==> src/rtl/mem_arbiter_pkg.sv <==
// mem_arbiter_pkg: shared width encodings, FSM states and requester ids for the memory arbiter
package mem_arbiter_pkg;
   localparam logic [1:0] WDT8  = 2'd0;
   localparam logic [1:0] WDT16 = 2'd1;
   localparam logic [1:0] WDT32 = 2'd2;
   localparam logic [1:0] WDT64 = 2'd3;

   typedef enum logic [1:0] {S_IDLE, S_REQ, S_WAIT, S_RESP} state_e;
   typedef enum logic {REQ_IF, REQ_LS} req_id_e;

   function automatic logic [7:0] wdt_base(input logic [1:0] wdt);
      return wdt == WDT8 ? 8'h01 : wdt == WDT16 ? 8'h03 : wdt == WDT32 ? 8'h0F : 8'hFF;
   endfunction

   function automatic logic [63:0] wdt_mask(input logic [1:0] wdt);
      return wdt == WDT8 ? 64'hFF : wdt == WDT16 ? 64'hFFFF : wdt == WDT32 ? 64'hFFFF_FFFF : '1;
   endfunction
endpackage

==> src/rtl/mem_arbiter_lane_align.sv <==
// mem_arbiter_lane_align: byte-lane mask, store shift, load extraction and alignment check
module mem_arbiter_lane_align
   import mem_arbiter_pkg::*;
(
   input  logic [1:0]  wdt,
   input  logic [2:0]  off,
   input  logic [63:0] wdata,
   input  logic [63:0] rdata,
   output logic [7:0]  wmask,
   output logic [63:0] wdata_sh,
   output logic [63:0] rdata_ex,
   output logic        misalign
);
   // lanes are selected purely by the low address bits of the 8-byte word
   always_comb begin
      wmask    = wdt_base(wdt) << off;
      wdata_sh = wdata << {off, 3'b000};
      rdata_ex = (rdata >> {off, 3'b000}) & wdt_mask(wdt);
      misalign = (wdt == WDT16 && off[0]) || (wdt == WDT32 && off[1:0] != 2'b00) || (wdt == WDT64 && off != 3'b000);
   end
endmodule

==> src/rtl/mem_arbiter.sv <==
// mem_arbiter: round-robin sharing of the 64-bit memory port between fetch and load/store
module mem_arbiter
   import mem_arbiter_pkg::*;
#(
   parameter int ADDR_W = 64,
   parameter int DATA_W = 64,
   parameter int WDT_W  = 2
) (
   input  logic              clk,
   input  logic              rst,
   input  logic              if_req_valid,
   output logic              if_req_ready,
   input  logic [ADDR_W-1:0] if_req_addr,
   output logic              if_resp_valid,
   output logic [31:0]       if_resp_inst,
   input  logic              ls_req_valid,
   output logic              ls_req_ready,
   input  logic [ADDR_W-1:0] ls_req_addr,
   input  logic              ls_req_wen,
   input  logic [WDT_W-1:0]  ls_req_wdt,
   input  logic [DATA_W-1:0] ls_req_wdata,
   output logic              ls_resp_valid,
   output logic [DATA_W-1:0] ls_resp_rdata,
   output logic              ls_resp_err,
   output logic              mem_req_valid,
   input  logic              mem_req_ready,
   output logic [ADDR_W-1:0] mem_req_addr,
   output logic              mem_req_wen,
   output logic [DATA_W-1:0] mem_req_wdata,
   output logic [7:0]        mem_req_wmask,
   input  logic              mem_resp_valid,
   input  logic [DATA_W-1:0] mem_resp_rdata
);
   state_e            state, state_n;
   req_id_e           last_grant, cur_id;
   logic [ADDR_W-1:0] addr_q;
   logic              wen_q;
   logic [1:0]        wdt_q;
   logic [DATA_W-1:0] wdata_q;
   logic              grant_if, grant_ls, accept, misalign;
   logic [1:0]        la_wdt;
   logic [2:0]        la_off;
   logic [7:0]        la_wmask;
   logic [63:0]       la_wdata, la_rdata;

   // in IDLE the aligner looks at the live LS request so misalignment is known at accept time
   always_comb begin
      grant_ls     = ls_req_valid && (!if_req_valid || last_grant == REQ_IF);
      grant_if     = if_req_valid && !grant_ls;
      accept       = state == S_IDLE && (grant_if || grant_ls);
      if_req_ready = !rst && state == S_IDLE && grant_if;
      ls_req_ready = !rst && state == S_IDLE && grant_ls;
      la_wdt       = state == S_IDLE ? ls_req_wdt[1:0] : wdt_q;
      la_off       = state == S_IDLE ? ls_req_addr[2:0] : addr_q[2:0];
      mem_req_addr  = {addr_q[ADDR_W-1:3], 3'b000};
      mem_req_wen   = wen_q;
      mem_req_wdata = wen_q ? la_wdata : '0;
      mem_req_wmask = wen_q ? la_wmask : 8'h00;
   end

   mem_arbiter_lane_align u_lane (
      .wdt      (la_wdt),
      .off      (la_off),
      .wdata    (wdata_q),
      .rdata    (mem_resp_rdata),
      .wmask    (la_wmask),
      .wdata_sh (la_wdata),
      .rdata_ex (la_rdata),
      .misalign (misalign)
   );

   // state register
   always_ff @(posedge clk or posedge rst) begin
      if (rst) state <= S_IDLE;
      else     state <= state_n;
   end

   // next state and per-state strobes
   always_comb begin
      state_n       = state;
      mem_req_valid = 1'b0;
      if_resp_valid = 1'b0;
      ls_resp_valid = 1'b0;
      case (state)
         S_IDLE: if (accept) state_n = (grant_ls && misalign) ? S_RESP : S_REQ;
         S_REQ: begin
            mem_req_valid = 1'b1;
            if (mem_req_ready) state_n = S_WAIT;
         end
         S_WAIT: if (mem_resp_valid) state_n = S_RESP;
         S_RESP: begin
            if_resp_valid = cur_id == REQ_IF;
            ls_resp_valid = cur_id == REQ_LS;
            state_n       = S_IDLE;
         end
         default: state_n = S_IDLE;
      endcase
   end

   // request capture on accept and response capture on memory data
   always_ff @(posedge clk or posedge rst) begin
      if (rst) begin
         last_grant    <= REQ_LS;
         cur_id        <= REQ_IF;
         addr_q        <= '0;
         wen_q         <= 1'b0;
         wdt_q         <= WDT8;
         wdata_q       <= '0;
         if_resp_inst  <= '0;
         ls_resp_rdata <= '0;
         ls_resp_err   <= 1'b0;
      end else begin
         if (accept) begin
            cur_id      <= grant_ls ? REQ_LS : REQ_IF;
            last_grant  <= grant_ls ? REQ_LS : REQ_IF;
            addr_q      <= grant_ls ? ls_req_addr : if_req_addr & {{(ADDR_W-2){1'b1}}, 2'b00};
            wen_q       <= grant_ls && ls_req_wen;
            wdt_q       <= grant_ls ? ls_req_wdt[1:0] : WDT32;
            wdata_q     <= grant_ls ? ls_req_wdata : '0;
            ls_resp_err <= grant_ls && misalign;
            if (grant_ls && misalign) ls_resp_rdata <= '0;
         end
         if (state == S_WAIT && mem_resp_valid) begin
            if (cur_id == REQ_IF) if_resp_inst <= addr_q[2] ? mem_resp_rdata[63:32] : mem_resp_rdata[31:0];
            else                  ls_resp_rdata <= wen_q ? '0 : la_rdata;
         end
      end
   end
endmodule

==> config.mk <==
export PLATFORM = sky130hd
export DESIGN_NAME = mem_arbiter
export DESIGN_NICKNAME = d
export VERILOG_FILES = /design/src/rtl/mem_arbiter_pkg.sv /design/src/rtl/mem_arbiter_lane_align.sv /design/src/rtl/mem_arbiter.sv
export SDC_FILE = /design/constraint.sdc
export NUM_CORES = 1
export LEC_CHECK = 0
export ABC_CLOCK_PERIOD_IN_PS = 18500
export BUFFER_PORTS_ARGS = -buffer_cell sky130_fd_sc_hd__buf_2
export CORE_AREA = 5 5 195 197
export DETAILED_ROUTE_END_ITERATION = 10
export DIE_AREA = 0 0 200 202
export GPL_ROUTABILITY_DRIVEN = 0
export SYNTH_ARGS = -nofsm -noshare
export SYNTH_HDL_FRONTEND = slang
export SYNTH_SLANG_ARGS = --single-unit
==> constraint.sdc <==
create_clock -name clk -period 18.5 [get_ports clk]
set_input_delay 5.55 -clock clk [delete_from_list [all_inputs] [get_ports clk]]
set_output_delay 5.55 -clock clk [all_outputs]
set_load 0.05 [all_outputs]
### Yosys cells after proc, flatten, opt, wreduce, memory -nomap -nowiden

Cells that the tools add are included.
Widths: inputs -> output; s select.

| word-level totals | value |
|---|---|
| register bits after elaboration | 232 |
| bits of input ports | 265 |

| operators by class | value |
|---|---|
| eq/ne operators | 9 |
| shift operators | 3 |
| multiplexer cells | 28 |
| reductions and logical operators | 25 |
| bitwise operators | 3 |

Operators with widths:

| operator | count |
|---|---|
| $mux 64 | 11 |
| $and 64x64->64 | 1 |
| $shl 64x6->64 | 1 |
| $shr 64x6->64 | 1 |
| $mux 32 | 1 |
| $mux 8 | 4 |
| $logic_and 1x1->1 | 12 |
| $mux 2 | 6 |
| $eq 2x2->1 const B | 4 |
| $pmux 2 s4 | 1 |
| $shl 8x3->8 | 1 |
| $ne 2x2->1 const B | 3 |
| $eq 2x1->1 const B | 2 |
| $logic_not 2->1 | 2 |
| $logic_or 1x1->1 | 4 |
| $mux 1 | 4 |
| $logic_not 1->1 | 3 |
| $mux 3 | 1 |
| $reduce_and 3->1 | 1 |
| $reduce_bool 3->1 | 1 |
| $not 1->1 | 2 |
| $reduce_and 2->1 | 1 |
| $reduce_bool 2->1 | 1 |

### Logic depth before layout (Yosys ltp)

Gate-level depths: netlist of run 1.

| depth | value |
|---|---|
| depth in word-level cells | 11 |
| gate-level depth with buffers | 12 |
| mapped depth without buffers | 7 |

### By module

Synthesis of run 1 repeated with hierarchy kept, for this count alone.

| unflattened totals | value |
|---|---|
| cells, all modules | 1445 |
| area, all modules | 14945.6 um2 |

By module, submodules not included:

| module | sequential area each (um2) | area each (um2) | cells an instance | times used |
|---|---|---|---|---|
| mem_arbiter | 5806.8 | 10955.5 | 973 | 1 |
| mem_arbiter_lane_align | 0.0 | 3990.1 | 472 | 1 |

### Worst setup path before layout of run 1

OpenSTA, ideal clock, no wires.

| path | value |
|---|---|
| kind | input port to output port |
| from | input rst |
| to | output if_req_ready |
| buffers on the path | 0 |
| required time | 12.950 ns |
| arrival | 11.350 ns |
| cell stages on the path | 2 |
| setup slack | 1.600 ns |
| cells stage by stage | inv_1 and4b_1 |

| on the way | value |
|---|---|
| cells in the longest elaborated chain, start to end | 3 |

RTL lines:

| what | line | source |
|---|---|---|
| from (decl) | mem_arbiter.sv:10 | `input logic rst,` |
| $logic_not 1->1 (no line) | -- |  |
| $logic_and 1x1->1 (2 in series) | mem_arbiter.sv:51 | `if_req_ready = !rst && state == S_IDLE && grant_if;` |
| to (decl) | mem_arbiter.sv:12 | `output logic if_req_ready,` |

No other way between the ends.

### Worst setup path after layout of run 1

| path | value |
|---|---|
| from | input ls_req_addr[0] |
| to | output mem_req_wdata[63] |

| on the way | value |
|---|---|
| cells in the longest elaborated chain, start to end | 3 |

RTL lines:

| what | line | source |
|---|---|---|
| from (decl) | mem_arbiter.sv:18 | `input logic [ADDR_W-1:0] ls_req_addr,` |
| $mux 3 | mem_arbiter.sv:54 | `la_off = state == S_IDLE ? ls_req_addr[2:0] : addr_q[2:0];` |
| $shl 64x6->64 | mem_arbiter_lane_align.sv:17 | `wdata_sh = wdata << {off, 3'b000};` |
| $mux 64 | mem_arbiter.sv:57 | `mem_req_wdata = wen_q ? la_wdata : '0;` |
| to (decl) | mem_arbiter.sv:29 | `output logic [DATA_W-1:0] mem_req_wdata,` |

No other way between the ends.

==> summary.txt, run 1 <==
Finish
  – Area growth, synth to finish: 23.56%
  – Fillcell total: 3572
  – Multi-input gate area: 6534 um2
  – # nets final: 2028
  – Cell Count, Final, Fillers Out: 2251
  – Final core utilization: 0.4569
  – Proportion of layout cells with a drive suffix above 1: 0.3324
  – Register Area: 5808 um2

Worst hold path
  – Hold path depth: 1
  – Hold endpoint: ls_resp_rdata[11]$_DFF_PP0_
  – Hold crit path type: register to register
  – Hold Crit Start: ls_resp_rdata[11]$_DFF_PP0_

Floorplan
  – Die height: 202 um
  – Die area: 40400 um2
  – Initial Util: 0.3698
  – IO Pins: 504
  – Core Box Area: 36080 um2
  – Row count: 70
  – Die W: 200 um

Timing
  – Final Cycle Share: 0.7369
  – Slew Limit Fails: 0
  – Setup violators final: 0
  – Worst Skew: 0.02919 ns
  – Setup ws final: 4.867 ns
  – Slew @ Worst Pin: 1.048 ns
  – Fmax: 0.07335 GHz
  – RSZ-0062 raised after global routing: false
  – Crit path time final: 13.63 ns
  – Hold slack final: 0.4700 ns
  – Final Hold Viols: 0
  – Final setup TNS: 0 ns
  – Slew headroom: 0.3012

GRT
  – GRT overflow: 0
  – Largest net degree at the start of global routing: 121
  – Initial antenna violation count: 10
  – First-pass GRT wire length: 80.65 mm
  – Vias in the first global route: 12841
  – GRT Total Usage: 0.2577

CTS
  – Clock tree buffer depth: 3
  – Max H-tree Level: 1
  – Worst skew pair latency: 0.56 ns
  – CTS root buf: clkbuf_16
  – Post-CTS setup buffers: 0
  – CTS Buf Count: 28
  – CTS tree: yes
  – Total clock sinks: 232
  – Hold-fix buffer count after cts: 0
  – Clock transition at path regs: 0.06 ns
  – # resized after CTS: 0

Worst setup path
  – CP Capture Type: output port
  – Worst-path maximum fanout: 66
  – Crit path largest cell delay: 0.84 ns
  – Worst Path Class, Setup: input pin to output port
  – R2r setup slk: 14.73 ns
  – Type of origin of the critical path: input pin
  – Worst flop-to-flop path startpoint: state[0]$_DFFE_PP0P_
  – Slowest cell on the critical path: buf_4
  – CP arrival: 8.08 ns
  – Reg2reg end: ls_resp_rdata[30]$_DFF_PP0_
  – Worst R2R Path Depth: 9
  – Cells along the critical path: buf_2 > mux2i_4 > buf_4 > mux2i_1 > nand2_1 > a21boi_0 > buf_2
  – Critical path origin: ls_req_addr[0]
  – Worst EP required: 12.95 ns
  – Most used cell along the critical path: buf_2

Detailed routing
  – WL/cell: 24.32 um
  – # DRC: 0
  – Via count: 12536
  – Iteration-0 DRC Markers: 1065
  – Avg Vias per Cell: 5.569
  – Initial DRT Pass Iterations: 7
  – Total Routed Length: 54.75 mm
  – Antenna Nets Post-Route: 0

Yosys
  – Unique masters post-synth: 56
  – Yosys top cell area share: 0.4332
  – Dominant cell type by area after synthesis: dfrtp_1
  – Post-synthesis sequential area ratio: 0.4352
  – Post-Synthesis Cells: 1382
  – Synth area leaders: dfrtp_1, mux2i_1, nand2_1
  – Avg Synthesized Cell Area: 9.655 um2
  – Synthesized cell area: 13340 um2
  – Number of synthesis warnings: 0
  – Synth Register Bits: 232

Place
  – Placed cell count: 2196
  – Pre-CTS setup slack: 4.873 ns
  – Post-DP HPWL: 40.61 mm
  – Port Buf Inserts: 498

Job
  – Max Cap Viol: 0

Power
  – P_leak: 8.774 nW
  – VDD IR max: 0.00008896 V
  – Pwr dens: 202.2 nW/um2

Outcome
  – Status: finished, final reports clean
## synth_stat cells, drive strengths merged
| library cell | n |
|---|---|
| nand2 | 250 |
| dfrtp | 231 |
| mux2i | 201 |
| buf | 141 |
| o21ai | 111 |
| a22o | 84 |
| nor2 | 72 |
| nand3 | 44 |
| clkbuf | 33 |
| a32o | 24 |
| o22ai | 24 |
| o2bb2ai | 24 |
| and2 | 19 |
| a221o | 16 |
| a21oi | 12 |
| a21boi | 10 |
| a21o | 10 |
| a2bb2oi | 8 |
| a31o | 7 |
| o311a | 7 |
| inv | 6 |
| ha | 5 |
| mux2 | 5 |
| a31oi | 4 |
| nor2b | 4 |
| nor3 | 4 |
| and3 | 3 |
| nand2b | 3 |
| o21a | 3 |
| a221oi | 2 |
| nand3b | 2 |
| o32a | 2 |
| o32ai | 2 |
| and2b | 1 |
| and3b | 1 |
| and4b | 1 |
| conb | 1 |
| dfstp | 1 |
| nand4b | 1 |
| nor3b | 1 |
| o211a | 1 |
| or3 | 1 |
## sequential cells by signal (all words and copies together), names as in the netlist
signal,flops
wdt_q,2
mem_req_wen,1
if_resp_inst,32
wdata_q,64
ls_resp_rdata,64
ls_resp_err,1
last_grant,1
state,2
addr_q,64
cur_id,1
## stage by stage
step,total power (W),instance area [um2]
2_1_floorplan,0.002381,13350
4_1_cts,0.003345,16470
3_3_place_gp,0.002777,15600
5_1_grt,0.003508,16480
3_5_place_dp,0.002799,15600
6_report,0.003333,16490
## metal layers
layer / GRT usage / share of wire / vias up
li1: - / - / 5660
met2: 0.4326 / 0.48 / 696
met4: 0.08734 / 0.038 / 10
met3: 0.04851 / 0.089 / 124
met5: 0 / 0.0011 / -
met1: 0.3329 / 0.39 / 6046
## cells by family after synthesis
kind of cell    Yosys count  share of synthesized area
simple gates            407                     0.1285
compound gates          351                     0.1955
flops                   232                     0.4352
mux                     206                     0.1553
buf+inv                 180                    0.08055
fa+ha+maj                 5                   0.004689
other cells               1                  0.0002811
## how the worst max path moves through the flow
stage / slack, ns / cells past startpoint / endpoint
final: 4.87 / 7 / mem_req_wdata[63]
after global routing: 4.69 / 8 / mem_req_wdata[58]
after CTS: 4.87 / 7 / mem_req_wdata[0]
after detailed placement: 4.87 / 7 / mem_req_wdata[0]
after global placement: 4.88 / 8 / mem_req_wdata[58]
after floorplan: 1.60 / 2 / if_req_ready
## power breakdown
part / internal, W / leakage (nW) / switching (W)
clock: 0.000308 / 0.430 / 0.000225
sequential: 0.000699 / 3.00 / 0.000143
combinational: 0.000542 / 5.34 / 0.00142
total: 0.00155 / 8.77 / 0.00178
## placed cells by master, fill, tap and decap left out, drive strengths merged, types with 16 or more instances in the layout
master,synthesis,final
a221o,16,16
a22o,84,84
a32o,24,24
and2,19,19
buf,141,518
clkbuf,33,38
dfrtp,231,231
mux2i,201,201
nand2,250,250
nand3,44,44
nor2,72,72
o21ai,111,111
o22ai,24,24
o2bb2ai,24,24
## worst max-delay path: cells and delay by family
family / cells / cell delay (ns)
buf+inv: 3 / 1.31
mux: 2 / 0.86
compound gates: 1 / 0.26
simple gates: 1 / 0.07
## layout make-up
| class | instances | share of cell area |
|---|---|---|
| well taps | 468 | 0.03552 |
| inverters | 6 | 0.001821 |
| clock buffers | 38 | 0.04728 |
| clock inverters | 12 | 0.005692 |
| diodes | 5 | 0.0007590 |
| multi-input cells | 972 | 0.3963 |
| flip-flops and latches | 232 | 0.3523 |
| repair buffers | 518 | 0.1603 |
(Power assumes the default switching activity.)
==> run 2: changes to the inputs <==
ABC_AREA = 1   (was unset)
ABC_CLOCK_PERIOD_IN_PS = 14200   (was 18500)
CORE_AREA = unset   (was 5 5 195 197)
CORE_MARGIN = 5   (was unset)
CORE_UTILIZATION = 40   (was unset)
DIE_AREA = unset   (was 0 0 200 202)
PLACE_DENSITY = 0.66   (was unset)
clock period = 14.2 ns   (was 18.5 ns; I/O delays follow)
==> summary.txt, run 2 <==
Worst setup path
  – CP Capture Type: output port (unchanged)
  – Worst-path maximum fanout: 67 (was 66)
  – R2r setup slk: 10.06 ns (was 14.73 ns)
  – Type of origin of the critical path: input pin (unchanged)
  – Critical path origin: ls_req_addr[1] (was ls_req_addr[0])
  – Reg2reg end: ls_resp_rdata[33]$_DFF_PP0_ (was ls_resp_rdata[30]$_DFF_PP0_)
  – Worst setup path end: mem_req_wdata[56] (was mem_req_wdata[63])
  – Worst R2R Path Depth: 13 (was 9)
  – CP arrival: 7.23 ns (was 8.08 ns)
  – Worst Path Class, Setup: input pin to output port (unchanged)
  – Worst flop-to-flop path startpoint: state[1]$_DFFE_PP0P_ (was state[0]$_DFFE_PP0P_)
  – Worst EP required: 9.94 ns (was 12.95 ns)

Timing
  – Slew Limit Fails: 0 (unchanged)
  – Slew @ Worst Pin: 1.089 ns (was 1.048 ns)
  – Setup violators final: 0 (unchanged)
  – Crit path time final: 11.49 ns
  – Final setup TNS: 0 ns (unchanged)
  – Final Cycle Share: 0.8095
  – Worst Skew: 0.01427 ns (was 0.02919 ns)
  – RSZ-0062 raised after global routing: false (unchanged)
  – Fmax: 0.08700 GHz
  – Hold slack final: 0.4742 ns (was 0.4700 ns)
  – Final Hold Viols: 0 (unchanged)
  – Slew headroom: 0.2740 (was 0.3012)

Yosys
  – Number of synthesis warnings: 0 (unchanged)
  – Post-synthesis async set-or-reset flop share: 1.000 (unchanged)
  – Post-Synthesis Cells: 2063 (was 1382)
  – Avg Synthesized Cell Area: 6.858 um2 (was 9.655 um2)
  – Synth area leaders: dfrtp_1, nand2_1, o21ai_0 (was dfrtp_1, mux2i_1, nand2_1)
  – EDFF count, synth: 0 (unchanged)
  – Primary FF master, synth: dfrtp_1 (unchanged)
  – Commonest cells post-synth: nand2_1, o21ai_0, dfrtp_1 (was nand2_1, dfrtp_1, mux2i_1)
  – Synthesized cell area: 14150 um2 (was 13340 um2)
  – Dominant cell type by area after synthesis: dfrtp_1 (unchanged)
  – Post-synthesis sequential area ratio: 0.4104 (was 0.4352)
  – Yosys top cell area share: 0.4086 (was 0.4332)
  – Unique masters post-synth: 32 (was 56)
  – Most frequent cell after synthesis: nand2_1 (unchanged)
  – Synth Register Bits: 232 (unchanged)

Finish
  – Top flop regs: addr_q (64), ls_resp_rdata (64), wdata_q (64) (unchanged)
  – # nets final: 2678 (was 2028)
  – Final core utilization: 0.4932 (was 0.4569)
  – Area growth, synth to finish: 21.00% (was 23.56%)
  – Most common cell after layout, fill and taps aside: nand2_1 (was buf_2)
  – Cell Count, Final, Fillers Out: 2889 (was 2251)
  – Proportion of layout cells with a drive suffix above 1: 0.2403 (was 0.3324)
  – Most frequent cells in the layout: nand2_1, buf_2, o21ai_0 (was buf_2, nand2_1, dfrtp_1)

CTS
  – Worst skew pair latency: 0.54 ns (was 0.56 ns)
  – CTS root buf: clkbuf_16 (unchanged)
  – Total clock sinks: 232 (unchanged)
  – CTS Buf Count: 27 (was 28)
  – Clock tree buffer depth: 3 (unchanged)
  – CTS tree: yes (unchanged)
  – Max H-tree Level: 1 (unchanged)
  – Hold-fix buffer count after cts: 0 (unchanged)
  – Post-CTS setup buffers: 0 (unchanged)
  – # resized after CTS: 0 (unchanged)
  – Clock transition at path regs: 0.06 ns (about the same)

Floorplan
  – Row count: 68 (was 70)
  – Core Box Area: 34710 um2 (was 36080 um2)
  – IO Pins: 504 (unchanged)
  – Die area: 39230 um2 (was 40400 um2)
  – Initial Util: 0.4076 (was 0.3698)
  – Die height: 198.1 um (was 202 um)
  – Die W: 198.1 um (was 200 um)

GRT
  – First-pass GRT wire length: 85.26 mm (was 80.65 mm)
  – Largest net degree at the start of global routing: 128 (was 121)
  – Initial antenna violation count: 14 (was 10)
  – Vias in the first global route: 14879 (was 12841)
  – GRT Total Usage: 0.2740 (was 0.2577)
  – GRT overflow: 0 (unchanged)

Worst hold path
  – Hold crit path type: register to register (unchanged)

Place
  – Post-DP HPWL: 40.97 mm (was 40.61 mm)
  – Placed cell count: 2834 (was 2196)
  – Port Buf Inserts: 498 (unchanged)

Power
  – P_leak: 9.607 nW (was 8.774 nW)
  – VDD IR max: 0.0001839 V (was 0.00008896 V)
  – Pwr dens: 288.5 nW/um2 (was 202.2 nW/um2)
  – Total power: 0.004940 W (was 0.003333 W)

Detailed routing
  – # DRC: 0 (unchanged)
  – Via count: 15377 (was 12536)
  – Antenna Nets Post-Route: 0 (unchanged)
  – WL/cell: 19.53 um (was 24.32 um)
  – Avg Vias per Cell: 5.323 (was 5.569)
  – Initial DRT Pass Iterations: 6 (was 7)
  – Iteration-0 DRC Markers: 1224 (was 1065)
  – Total Routed Length: 56.43 mm (was 54.75 mm)

Outcome
  – Status: finished, final reports clean (unchanged)

Job
  – Max Cap Viol: 0 (unchanged)
-- run 2: cell types whose count changed in the layout (fill, tap and decap cells not counted), moves of 13 or more --
cell,previous run,this run
nand2_1,249,652
mux2i_1,198,0
inv_1,5,197
o21ai_0,110,271
nand3_1,43,185
nor2_1,71,149
a22o_1,84,24
o211ai_1,0,33
a31oi_1,2,32
a32o_1,24,0
o2bb2ai_1,24,0
and2_1,17,0
a221o_1,16,0
o21ai_1,0,13
-- run 2: logic make-up (layout without fill, tap and decap cells) --
family                     count (synthesis)  count (layout)  synth area share
other                                      1              11         0.0002650
buffers and inverters                    409             770            0.1349
AOI/OAI and AO/OA                        398             398            0.1583
and+or+nand+nor                         1018            1018            0.2917
adders and majority gates                  5               5          0.004422
DFF                                      232             232            0.4104
-- run 2: cell type report --
| type | count | area [um2] |
|---|---|---|
| tap | 455 | 569.3 |
| sequential | 232 | 5807 |
| multi-input combinational | 1424 | 6474 |
| fill | 3548 | 17590 |
| inverter | 207 | 784.5 |
| timing repair buffer | 516 | 2628 |
| clock buffer | 39 | 770.7 |
| clock inverter | 8 | 67.56 |
| antenna | 8 | 20.02 |
-- run 2: worst min path at each step --
stage,slack (ns),from,end,cells after the start
after floorplan,0.44,last_grant$_DFFE_PP1P_,last_grant$_DFFE_PP1P_,2
after global placement,0.46,last_grant$_DFFE_PP1P_,last_grant$_DFFE_PP1P_,2
after detailed placement,0.47,addr_q[14]$_DFFE_PP0P_,addr_q[14]$_DFFE_PP0P_,2
after CTS,0.48,last_grant$_DFFE_PP1P_,last_grant$_DFFE_PP1P_,2
after global routing,0.50,last_grant$_DFFE_PP1P_,last_grant$_DFFE_PP1P_,2
final,0.47,last_grant$_DFFE_PP1P_,last_grant$_DFFE_PP1P_,2
-- run 2: layer usage --
metal | vias to the layer above | wire length (um) | GRT usage
li1 | 7255 | - | -
met2 | 794 | 27270 | 0.4667
met3 | 158 | 5138 | 0.06330
met1 | 7156 | 21110 | 0.3304
met4 | 14 | 2840 | 0.1239
met5 | - | 79 | 0
-- run 2: worst max-delay path: stages --
cell and delay, ns:
buf_2 0.07, inv_1 0.04, nand2_1 0.09, nand2_4 0.40, inv_2 0.81, buf_4 0.53
o21ai_0 0.33, o21ai_1 0.31, buf_2 0.32
-- run 2: report_power, final --
group	switching (W)	internal [W]	leakage (nW)
Sequential	0.000165	0.000946	2.94
Combinational	0.00242	0.000730	6.25
Clock	0.000283	0.000391	0.415
-- run 2: per-stage QoR --
step                      cell area [um2]  worst slack (ns)
after floorplan                     14160             3.580
after global placement              16260             2.779
after detailed placement            16260             2.761
after CTS                           17100             2.764
after global routing                17110             2.485
final                               17120             2.705
